[config.mk]
export PLATFORM = sky130hd
export DESIGN_NAME = encoder
export DESIGN_NICKNAME = d
export VERILOG_FILES = /design/src/rtl/encoder_pkg.sv /design/src/rtl/encoder.sv
export SDC_FILE = /design/constraint.sdc
export NUM_CORES = 1
export LEC_CHECK = 0
export CAP_MARGIN = 30
export CORE_UTILIZATION = 54
export DETAILED_ROUTE_END_ITERATION = 12
export GPL_TIMING_DRIVEN = 0
export PLACE_DENSITY = 0.79
export SYNTH_ARGS = -nofsm -noshare
export SYNTH_HDL_FRONTEND = slang
export SYNTH_SLANG_ARGS = --single-unit
[constraint.sdc]
create_clock -name clock -period 4.4 [get_ports clock]
set_input_delay 1.1 -clock clock [delete_from_list [all_inputs] [get_ports clock]]
set_output_delay 1.1 -clock clock [all_outputs]
set_load 0.02 [all_outputs]
[src/rtl/encoder_pkg.sv]
// Shared defaults and FSM state encodings for the pulse-interval encoder.
// The matching decoder takes its interval timing from these same constants.
package encoder_pkg;

  localparam int DEF_PACKET_SIZE   = 8;
  localparam int DEF_COUNTER_SIZE  = 4;
  localparam int DEF_INTERVAL_LOW  = 2;
  localparam int DEF_INTERVAL_HIGH = 4;
  localparam int DEF_GUARD_CYCLES  = DEF_INTERVAL_HIGH;

  localparam logic [2:0] ST_IDLE        = 3'd0;
  localparam logic [2:0] ST_START_PULSE = 3'd1;
  localparam logic [2:0] ST_GAP         = 3'd2;
  localparam logic [2:0] ST_DATA_PULSE  = 3'd3;
  localparam logic [2:0] ST_GUARD       = 3'd4;

endpackage

[src/rtl/encoder.sv]
// Pulse-interval encoder: a start pulse, then one pulse per data bit (LSB first),
// where the low gap before each data pulse encodes the bit value.
module encoder
  import encoder_pkg::*;
#(
  parameter int PACKET_SIZE   = DEF_PACKET_SIZE,
  parameter int COUNTER_SIZE  = DEF_COUNTER_SIZE,
  parameter int INTERVAL_LOW  = DEF_INTERVAL_LOW,
  parameter int INTERVAL_HIGH = DEF_INTERVAL_HIGH,
  parameter int GUARD_CYCLES  = DEF_GUARD_CYCLES
) (
  input  logic                   clock,
  input  logic                   reset,
  input  logic [PACKET_SIZE-1:0] data,
  input  logic                   start,
  output logic                   ready,
  output logic                   signal,
  output logic                   done
);

  if (INTERVAL_LOW < 1 || INTERVAL_HIGH < INTERVAL_LOW + 2 ||
      INTERVAL_HIGH >= 2 ** COUNTER_SIZE || GUARD_CYCLES < 1 ||
      GUARD_CYCLES >= 2 ** COUNTER_SIZE || PACKET_SIZE < 1 ||
      PACKET_SIZE > 2 ** (COUNTER_SIZE + 1)) begin : g_param_error
    $error("encoder: illegal parameter combination");
  end

  // Counters restart from zero on every GAP/GUARD entry and stop at a terminal value.
  localparam logic [COUNTER_SIZE-1:0] L_LOW_TERM   = COUNTER_SIZE'(INTERVAL_LOW - 1);
  localparam logic [COUNTER_SIZE-1:0] L_HIGH_TERM  = COUNTER_SIZE'(INTERVAL_HIGH - 1);
  localparam logic [COUNTER_SIZE-1:0] L_GUARD_TERM = COUNTER_SIZE'(GUARD_CYCLES - 1);
  localparam logic [COUNTER_SIZE:0]   L_IDX_LAST   = (COUNTER_SIZE + 1)'(PACKET_SIZE - 1);

  logic [2:0]              r_state;
  logic [2:0]              w_state_next;
  logic [COUNTER_SIZE-1:0] r_cnt;
  logic [COUNTER_SIZE:0]   r_idx;
  logic [PACKET_SIZE-1:0]  r_hold;
  logic                    r_signal;
  logic                    r_done;
  logic                    r_ready;
  logic [COUNTER_SIZE-1:0] w_gap_term;
  logic                    w_gap_end;
  logic                    w_guard_end;
  logic                    w_last_bit;

  // r_hold[0] is always the bit whose gap is being timed; it shifts after each data pulse.
  assign w_gap_term  = r_hold[0] ? L_HIGH_TERM : L_LOW_TERM;
  assign w_gap_end   = (r_cnt == w_gap_term);
  assign w_guard_end = (r_cnt == L_GUARD_TERM);
  assign w_last_bit  = (r_idx == L_IDX_LAST);

  always_comb begin
    w_state_next = r_state;
    case (r_state)
      ST_IDLE:        if (start) w_state_next = ST_START_PULSE;
      ST_START_PULSE: w_state_next = ST_GAP;
      ST_GAP:         if (w_gap_end) w_state_next = ST_DATA_PULSE;
      ST_DATA_PULSE:  w_state_next = w_last_bit ? ST_GUARD : ST_GAP;
      ST_GUARD:       if (w_guard_end) w_state_next = ST_IDLE;
      default:        w_state_next = ST_IDLE;
    endcase
  end

  always_ff @(posedge clock) begin
    if (reset) begin
      r_state  <= ST_IDLE;
      r_cnt    <= '0;
      r_idx    <= '0;
      r_hold   <= '0;
      r_signal <= 1'b0;
      r_done   <= 1'b0;
      r_ready  <= 1'b1;
    end else begin
      r_state  <= w_state_next;
      r_signal <= (w_state_next == ST_START_PULSE) || (w_state_next == ST_DATA_PULSE);
      r_done   <= (w_state_next == ST_GUARD) && (r_state != ST_GUARD);
      r_ready  <= (w_state_next == ST_IDLE);
      case (r_state)
        ST_IDLE: begin
          if (start) begin
            r_hold <= data;
            r_idx  <= '0;
          end
        end
        ST_START_PULSE: r_cnt <= '0;
        ST_GAP: begin
          if (!w_gap_end) r_cnt <= r_cnt + COUNTER_SIZE'(1);
        end
        ST_DATA_PULSE: begin
          r_cnt  <= '0;
          r_hold <= r_hold >> 1;
          r_idx  <= r_idx + (COUNTER_SIZE + 1)'(1);
        end
        ST_GUARD: begin
          if (!w_guard_end) r_cnt <= r_cnt + COUNTER_SIZE'(1);
        end
        default: r_cnt <= '0;
      endcase
    end
  end

  assign ready  = r_ready;
  assign signal = r_signal;
  assign done   = r_done;

endmodule

==> key figures, run 1 <==
GRT
  – Antenna violations before repair: 0
  – Largest net degree at the start of global routing: 14
  – Vias in the first global route: between 700 and 800
  – Total GRT Usage: between 20% and 30%
  – First-pass GRT wire length: approximately 3300 µm
  – Congestion Overflow GR: 0

Detailed routing
  – Residual DRC count: 0
  – Drt pass-1 iters: 4
  – Vias/cell: about 5.8
  – Detail Route Antenna Nets: 0
  – DR iter-0 viols: 15
  – Via count: roughly 960
  – Avg WL per Cell: around 13 µm
  – Final wirelength: between 2000 and 2500 µm

Logic synthesis
  – Mean Syn Cell Area: slightly above 9 µm²
  – Yosys top cell by area: dfxtp_1
  – Ys flop type: dfxtp_1
  – Number of synthesized flops with an enable pin: 0
  – Compound-Gate Fraction of Synth Area: between 10% and 20%
  – Synth warn: 0
  – Most frequent cell after synthesis: dfxtp_1
  – Share of the synthesized area in the top cell type: 40.9%
  – XOR/XNOR Fraction of Synth Area: roughly 2.3%
  – #FFs+latches synth: 23
  – Sequential area share after synthesis: a little over 40%
  – Adder-cell share of the synthesized area: 2.22%
  – Post-Synth Simple-Gate Area: 23.8%
  – Synth cell types: 37
  – Synthesized area: 1130 µm²
  – Commonest cells in the netlist: dfxtp_1 (23), nor2_1 (20), a21oi_1 (12), a211oi_1 (10), mux2i_1 (7)
  – Main combinational cell family by area after synthesis: simple AND/OR/NAND/NOR gates
  – Cell count after synthesis: approximately 120
  – Mux contribution to synthesized area: 6.22%
  – Mapped Nets: 135
  – Async set or reset register ratio after synthesis: 0%
  – Top cells by area, synth: dfxtp_1 (41%), a211oi_1 (6.7%), nor2_1 (6.7%)

CTS
  – Setup bufs post-CTS: 0
  – CTS Buffer Depth: 2
  – CTS tree: built
  – Worst-path clk slew: about 0.13 ns
  – Worst-skew pair later-pin latency: about 0.31 ns
  – H-tree depth: 1
  – CTS Sinks: 23
  – Cts hold-fix bufs: 0
  – Post-CTS sizing: 0
  – Num CTS Buffers: 3
  – Root Buffer: clkbuf_4

Die
  – Core footprint: a little under 2000 µm²
  – Cell row count: 16
  – IO Count: 14
  – Initial Util: a little under three fifths
  – Die area: about 2300 µm²
  – Die width: ~48 µm
  – Die height: between 40 and 50 µm

Setup path
  – Setup Crit Path Kind: register to output port
  – Top cell family by delay on the critical path: buffers and inverters
  – Setup crit end kind: output port
  – Crit-path slowest cell: clkdlybuf4s50_1
  – CP Cell Sequence: clkdlybuf4s50_1
  – R2r setup slk: approximately 2.8 ns
  – CP required: 3.30 ns
  – R2R Path Start: r_cnt[0]$_SDFFE_PP0P_
  – Reg2Reg Capture Point: r_cnt[0]$_SDFFE_PP0P_
  – Max FO, Critical Path: 1
  – Worst Reg-to-Reg Cells: 5
  – CP startpoint kind: register
  – Buf/Inv on CP: 1
  – Crit path DAT: roughly 1.2 ns
  – Crit-path max cell delay: 0.59 ns

Pwr
  – P_sw: just under 0.1 mW
  – Overall power: between 0.3 and 0.4 mW
  – P_leak: 0.512 nW
  – Pwr Density: between 200 and 300 nW/µm²
  – Clock Power Share: 25.9%
  – Net Sw Frac: approximately a quarter
  – Comb pwr share: roughly 16%
  – Int Pwr: 0.282 mW
  – Share of total power in sequential cells: 58.6%
  – Peak supply drop: around 0.00024 V

Layout
  – Register area: between 400 and 500 µm²
  – Post-Layout Cell Count: 166
  – Area grow syn2layout: 17.0%
  – # diodes: 0
  – Area of the multi-input gates: ~610 µm²
  – Fillers: between 150 and 200
  – Ratio of cells with drive above 1 in the final layout: 10.8%
  – # nets final: about 150

Place
  – DP Cell Count: about 160
  – GP Congestion: 0.792
  – Post-DP HPWL: about 1600 µm
  – Port Buf Inserts: 13

Hold path
  – Worst hold endpoint: r_idx[4]$_SDFFE_PP0P_
  – Hold Crit Start: r_idx[4]$_SDFFE_PP0P_
  – Hold Path Cell Cnt: 1
  – HP Class: register to register

Timing
  – Worst Tran Pin Value: roughly 0.46 ns
  – Slew margin rel.: slightly below 70%
  – Maximum clock rate: approximately 430 MHz
  – Fin. Hold Viols: 0
  – Fin Setup TNS: 0 ns
  – Fin crit period: between 2 and 2.5 ns
  – Final period utilization: 53.0%
  – Skew final: ~0.003 ns
  – RSZ-0062 raised after global routing: no
  – Final Slew Violations: 0
  – Final setup viols: 0

Job
  – Number of max-cap violations: 0

Outcome
  – Status: finished, final reports clean
==> flip-flops by register name, indices dropped and copies added (netlist names) <==
name	count
signal	1
r_hold	8
done	1
r_state	3
ready	1
r_cnt	4
r_idx	5
==> cell families (layout without fill, tap and decap cells) <==
family,count (synthesis),in the layout
and+or+nand+nor,44,44
AOI/OAI and AO/OA,34,34
DFF,23,23
buffers and inverters,9,26
muxes,7,7
xor gates and xnor gates,3,3
adders and majority gates,2,2
==> worst max path at each step <==
stage	start	end	slack [ns]	depth (start not counted)
after floorplan	start	r_idx[2]$_SDFFE_PP0P_	2.55	5
after global placement	reset	done$_SDFF_PP0_	1.82	4
after detailed placement	reset	done$_SDFF_PP0_	1.82	4
after CTS	signal$_SDFF_PP0_	signal	2.06	1
after global routing	signal$_SDFF_PP0_	signal	2.00	1
final	ready$_SDFF_PP1_	ready	2.07	1
==> worst reg2reg max path, stage by stage, from the launching register on <==
cell,delay [ns]
dfxtp_1,0.45
ha_1,0.21
or3b_1,0.41
a21oi_1,0.25
o21ai_0,0.11
a21oi_1,0.16
==> cell usage in the layout, fill, tap and decap left out, types with 2 or more instances in the layout <==
cell type / netlist / final
nand2_1: 3 / 3
mux2i_1: 7 / 7
xor2_1: 3 / 3
clkbuf_4: 0 / 3
buf_4: 2 / 2
nand4_1: 2 / 2
a21oi_1: 12 / 12
nor2b_1: 2 / 2
buf_6: 2 / 2
o21ai_0: 5 / 5
a211oi_1: 10 / 10
nand3b_1: 3 / 3
nor2_1: 20 / 20
dfxtp_1: 23 / 23
clkdlybuf4s50_1: 0 / 13
buf_2: 2 / 2
nand3_1: 3 / 3
ha_1: 2 / 2
==> final cells by class <==
cell class | instances | area share [%]
flip-flops and latches | 23 | 34.9
inverters | 1 | 0.285
clock inverters | 1 | 0.380
clock buffers | 3 | 1.71
repair buffers | 13 | 9.88
well taps | 27 | 2.56
multi-input cells | 90 | 46.1
plain buffers | 8 | 4.18
==> per-stage QoR <==
step	setup slack (ns)	area (µm²)	utilization, %	hold WS, ns
CTS	2.06	1320	67.2	0.506
finish	2.07	1320	67.2	0.508
detailed placement	1.82	1290	65.8	0.489
global route	2.00	1320	67.2	0.534
global placement	1.82	1290	65.8	0.477
floorplan	2.55	1130	-	0.458
==> power by group through the flow <==
stage          clock [mW]  sequential (mW)  combinational, mW
6_report           0.0988            0.223             0.0590
5_1_grt             0.109            0.224             0.0654
4_1_cts             0.101            0.223             0.0596
3_5_place_dp            0            0.228             0.0591
3_3_place_gp            0            0.228             0.0581
2_1_floorplan           0            0.229             0.0383
==> metal layers <==
metal	global-route usage [%]	up-vias	part of all wire (%)
li1	-	480	-
met1	26.9	451	45
met2	34.8	21	51
met3	4.53	3	3.8
met4	8.33	0	0.99
met5	0	-	0
(Power assumes the default switching activity.)
==> inputs of run 2 (changes only) <==
- CORE_UTILIZATION: 54 -> 48
- PLACE_DENSITY: 0.79 -> 0.74
- clock period: 4.4 -> 2.1 ns (I/O delays scaled with it)
==> key figures, run 2 (same netlist as run 1, synthesis figures left out) <==
CTS
  – Worst-path clk slew: 0.12 ns (was 0.13 ns)
  – CTS Sinks: 23 (unchanged)
  – Root Buffer: clkbuf_4 (unchanged)
  – Cts hold-fix bufs: 0 (unchanged)
  – Setup bufs post-CTS: 0 (unchanged)
  – Num CTS Buffers: 3 (unchanged)
  – CTS Buffer Depth: 2 (unchanged)
  – Worst-skew pair later-pin latency: 0.30 ns (was 0.31 ns)
  – Post-CTS sizing: 0 (unchanged)
  – CTS tree: built (unchanged)
  – H-tree depth: 1 (unchanged)

Setup path
  – Setup Crit Path Kind: register to output port (unchanged)
  – Crit-path max cell delay: 0.59 ns (about the same)
  – Setup crit end kind: output port (unchanged)
  – Crit-path slowest cell: clkdlybuf4s50_1 (unchanged)
  – Crit path DAT: 1.22 ns (was 1.23 ns)
  – CP Cell Sequence: clkdlybuf4s50_1 (unchanged)
  – CP startpoint kind: register (unchanged)
  – Top cell family by delay on the critical path: buffers and inverters (unchanged)
  – Max FO, Critical Path: 1 (unchanged)
  – CP required: 1.57 ns (was 3.30 ns)
  – Buf/Inv on CP: 1 (unchanged)

GRT
  – First-pass GRT wire length: 3930 µm (was 3330 µm)
  – Total GRT Usage: 20.3% (was 21.1%)
  – Antenna violations before repair: 0 (unchanged)
  – Congestion Overflow GR: 0 (unchanged)
  – Vias in the first global route: 881 (was 785)
  – Largest net degree at the start of global routing: 13 (was 14)

Detailed routing
  – Residual DRC count: 0 (unchanged)
  – DR iter-0 viols: 9 (was 15)
  – Drt pass-1 iters: 4 (unchanged)
  – Detail Route Antenna Nets: 0 (unchanged)
  – Via count: 928 (was 955)
  – Avg WL per Cell: 13.2 µm (was 12.8 µm)
  – Final wirelength: 2200 µm (was 2130 µm)
  – Vias/cell: 5.56 (was 5.75)

Timing
  – Slew margin rel.: 69.7% (was 69.2%)
  – Fin Setup TNS: 0 ns (unchanged)
  – Worst Tran Pin Value: 0.455 ns (was 0.456 ns)
  – Final period utilization: slightly above 80%
  – Maximum clock rate: 574 MHz
  – Fin crit period: between 1.5 and 2 ns
  – Final Slew Violations: 0 (unchanged)
  – Final setup viols: 0 (unchanged)
  – Fin. Hold Viols: 0 (unchanged)
  – RSZ-0062 raised after global routing: no (unchanged)
  – Skew final: 0.00249 ns (was 0.00299 ns)

Layout
  – Commonest non-fill, non-tap cell in the layout: dfxtp_1 (unchanged)
  – Number of flip-flops under the largest register name: 8 (unchanged)
  – Area grow syn2layout: 17.0% (unchanged)
  – Post-route cell area: 1320 µm² (unchanged)
  – Ratio of cells with drive above 1 in the final layout: 10.1% (was 10.8%)
  – Largest registers: r_hold: 8 flops, r_idx: 5 flops, r_cnt: 4 flops (unchanged)
  – Fillers: 225 (was 181)
  – Commonest cells after routing, fill and taps aside: dfxtp_1 (23), nor2_1 (20), clkdlybuf4s50_1 (13) (unchanged)
  – # diodes: 0 (unchanged)
  – # nets final: 153 (unchanged)
  – Reg with most FFs: r_hold (unchanged)

Die
  – Die area: 2540 µm² (was 2270 µm²)
  – IO Count: 14 (unchanged)
  – Die height: 50.4 µm (was 47.7 µm)
  – Initial Util: 50.9% (was 57.4%)
  – Die width: 50.4 µm (was 47.7 µm)
  – Core footprint: 2210 µm² (was 1960 µm²)
  – Cell row count: 17 (was 16)

Place
  – Area after DPL: 1290 µm² (about the same)
  – Port Buf Inserts: 13 (unchanged)
  – GP Congestion: 0.807 (was 0.792)
  – Post-DP HPWL: 1590 µm (was 1580 µm)

Pwr
  – Comb pwr share: 15.8% (was 15.5%)
  – P_sw: 0.200 mW (was 0.0992 mW)
  – Peak supply drop: 0.000344 V (was 0.000236 V)
  – Clock Power Share: 25.2% (was 25.9%)
  – Share of total power in sequential cells: 59.0% (was 58.6%)
  – Net Sw Frac: 25.2% (was 26.0%)
  – P_leak: 0.510 nW (was 0.512 nW)
  – Pwr Density: 603 nW/µm² (was 289 nW/µm²)
  – Int Pwr: 0.593 mW (was 0.282 mW)

Outcome
  – Status: finished, final reports clean (unchanged)

Hold path
  – HP Class: register to register (unchanged)

Job
  – Number of max-cap violations: 0 (unchanged)
-- run 2: changes by cell type in the layout (fill, tap and decap cells not counted) --
| cell | change |
|---|---|
| clkbuf_1 | +1 |
| clkinv_2 | -1 |
-- run 2: area by class of cell --
type | instances | area, µm² | share of cell area [%]
repair buffers | 13 | 130 | 9.88
flip-flops and latches | 23 | 460 | 34.9
well taps | 28 | 35.0 | 2.66
inverters | 1 | 3.75 | 0.285
multi-input cells | 90 | 607 | 46.1
plain buffers | 8 | 55.1 | 4.18
clock buffers | 4 | 26.3 | 1.99
-- run 2: stage by stage --
| stage | hold WS (ns) | power [mW] | utilization (%) | setup WS (ns) | cells |
|---|---|---|---|---|---|
| after global routing | 0.515 | 0.831 | 59.6 | 0.297 | 167 |
| after global placement | 0.474 | 0.600 | 58.4 | 0.0918 | 163 |
| final | 0.511 | 0.794 | 59.6 | 0.358 | 167 |
| after floorplan | 0.458 | 0.559 | - | 0.688 | 122 |
| after detailed placement | 0.486 | 0.604 | 58.4 | 0.0629 | 163 |
| after CTS | 0.504 | 0.802 | 59.6 | 0.345 | 167 |
-- run 2: path summary, 6_finish.rpt --
check | startpoint | to | slack, ns | depth (start not counted)
setup / recovery | signal$_SDFF_PP0_ | signal | 0.36 | 1
setup reg to reg | r_cnt[0]$_SDFFE_PP0P_ | r_cnt[0]$_SDFFE_PP0P_ | 0.47 | 5
hold / removal | r_idx[4]$_SDFFE_PP0P_ | r_idx[4]$_SDFFE_PP0P_ | 0.51 | 1
hold reg to reg | r_idx[4]$_SDFFE_PP0P_ | r_idx[4]$_SDFFE_PP0P_ | 0.51 | 1
-- run 2: layer usage --
| layer | track usage, % | vias to the layer above | wire length, µm | part of all wire (%) |
|---|---|---|---|---|
| li1 | - | 487 | - | - |
| met1 | 26.2 | 428 | 1110 | 50 |
| met2 | 34.4 | 11 | 1030 | 47 |
| met3 | 2.73 | 2 | 45 | 2.0 |
| met4 | 6.94 | 0 | 17 | 0.77 |
| met5 | 0 | - | 0 | 0 |
-- run 2: power by group through the flow --
stage / Sequential [mW] / Clock, mW / Combinational (mW)
6_report: 0.468 / 0.200 / 0.125
5_1_grt: 0.471 / 0.220 / 0.140
4_1_cts: 0.468 / 0.207 / 0.127
3_5_place_dp: 0.478 / 0 / 0.126
3_3_place_gp: 0.477 / 0 / 0.123
2_1_floorplan: 0.479 / 0 / 0.0803
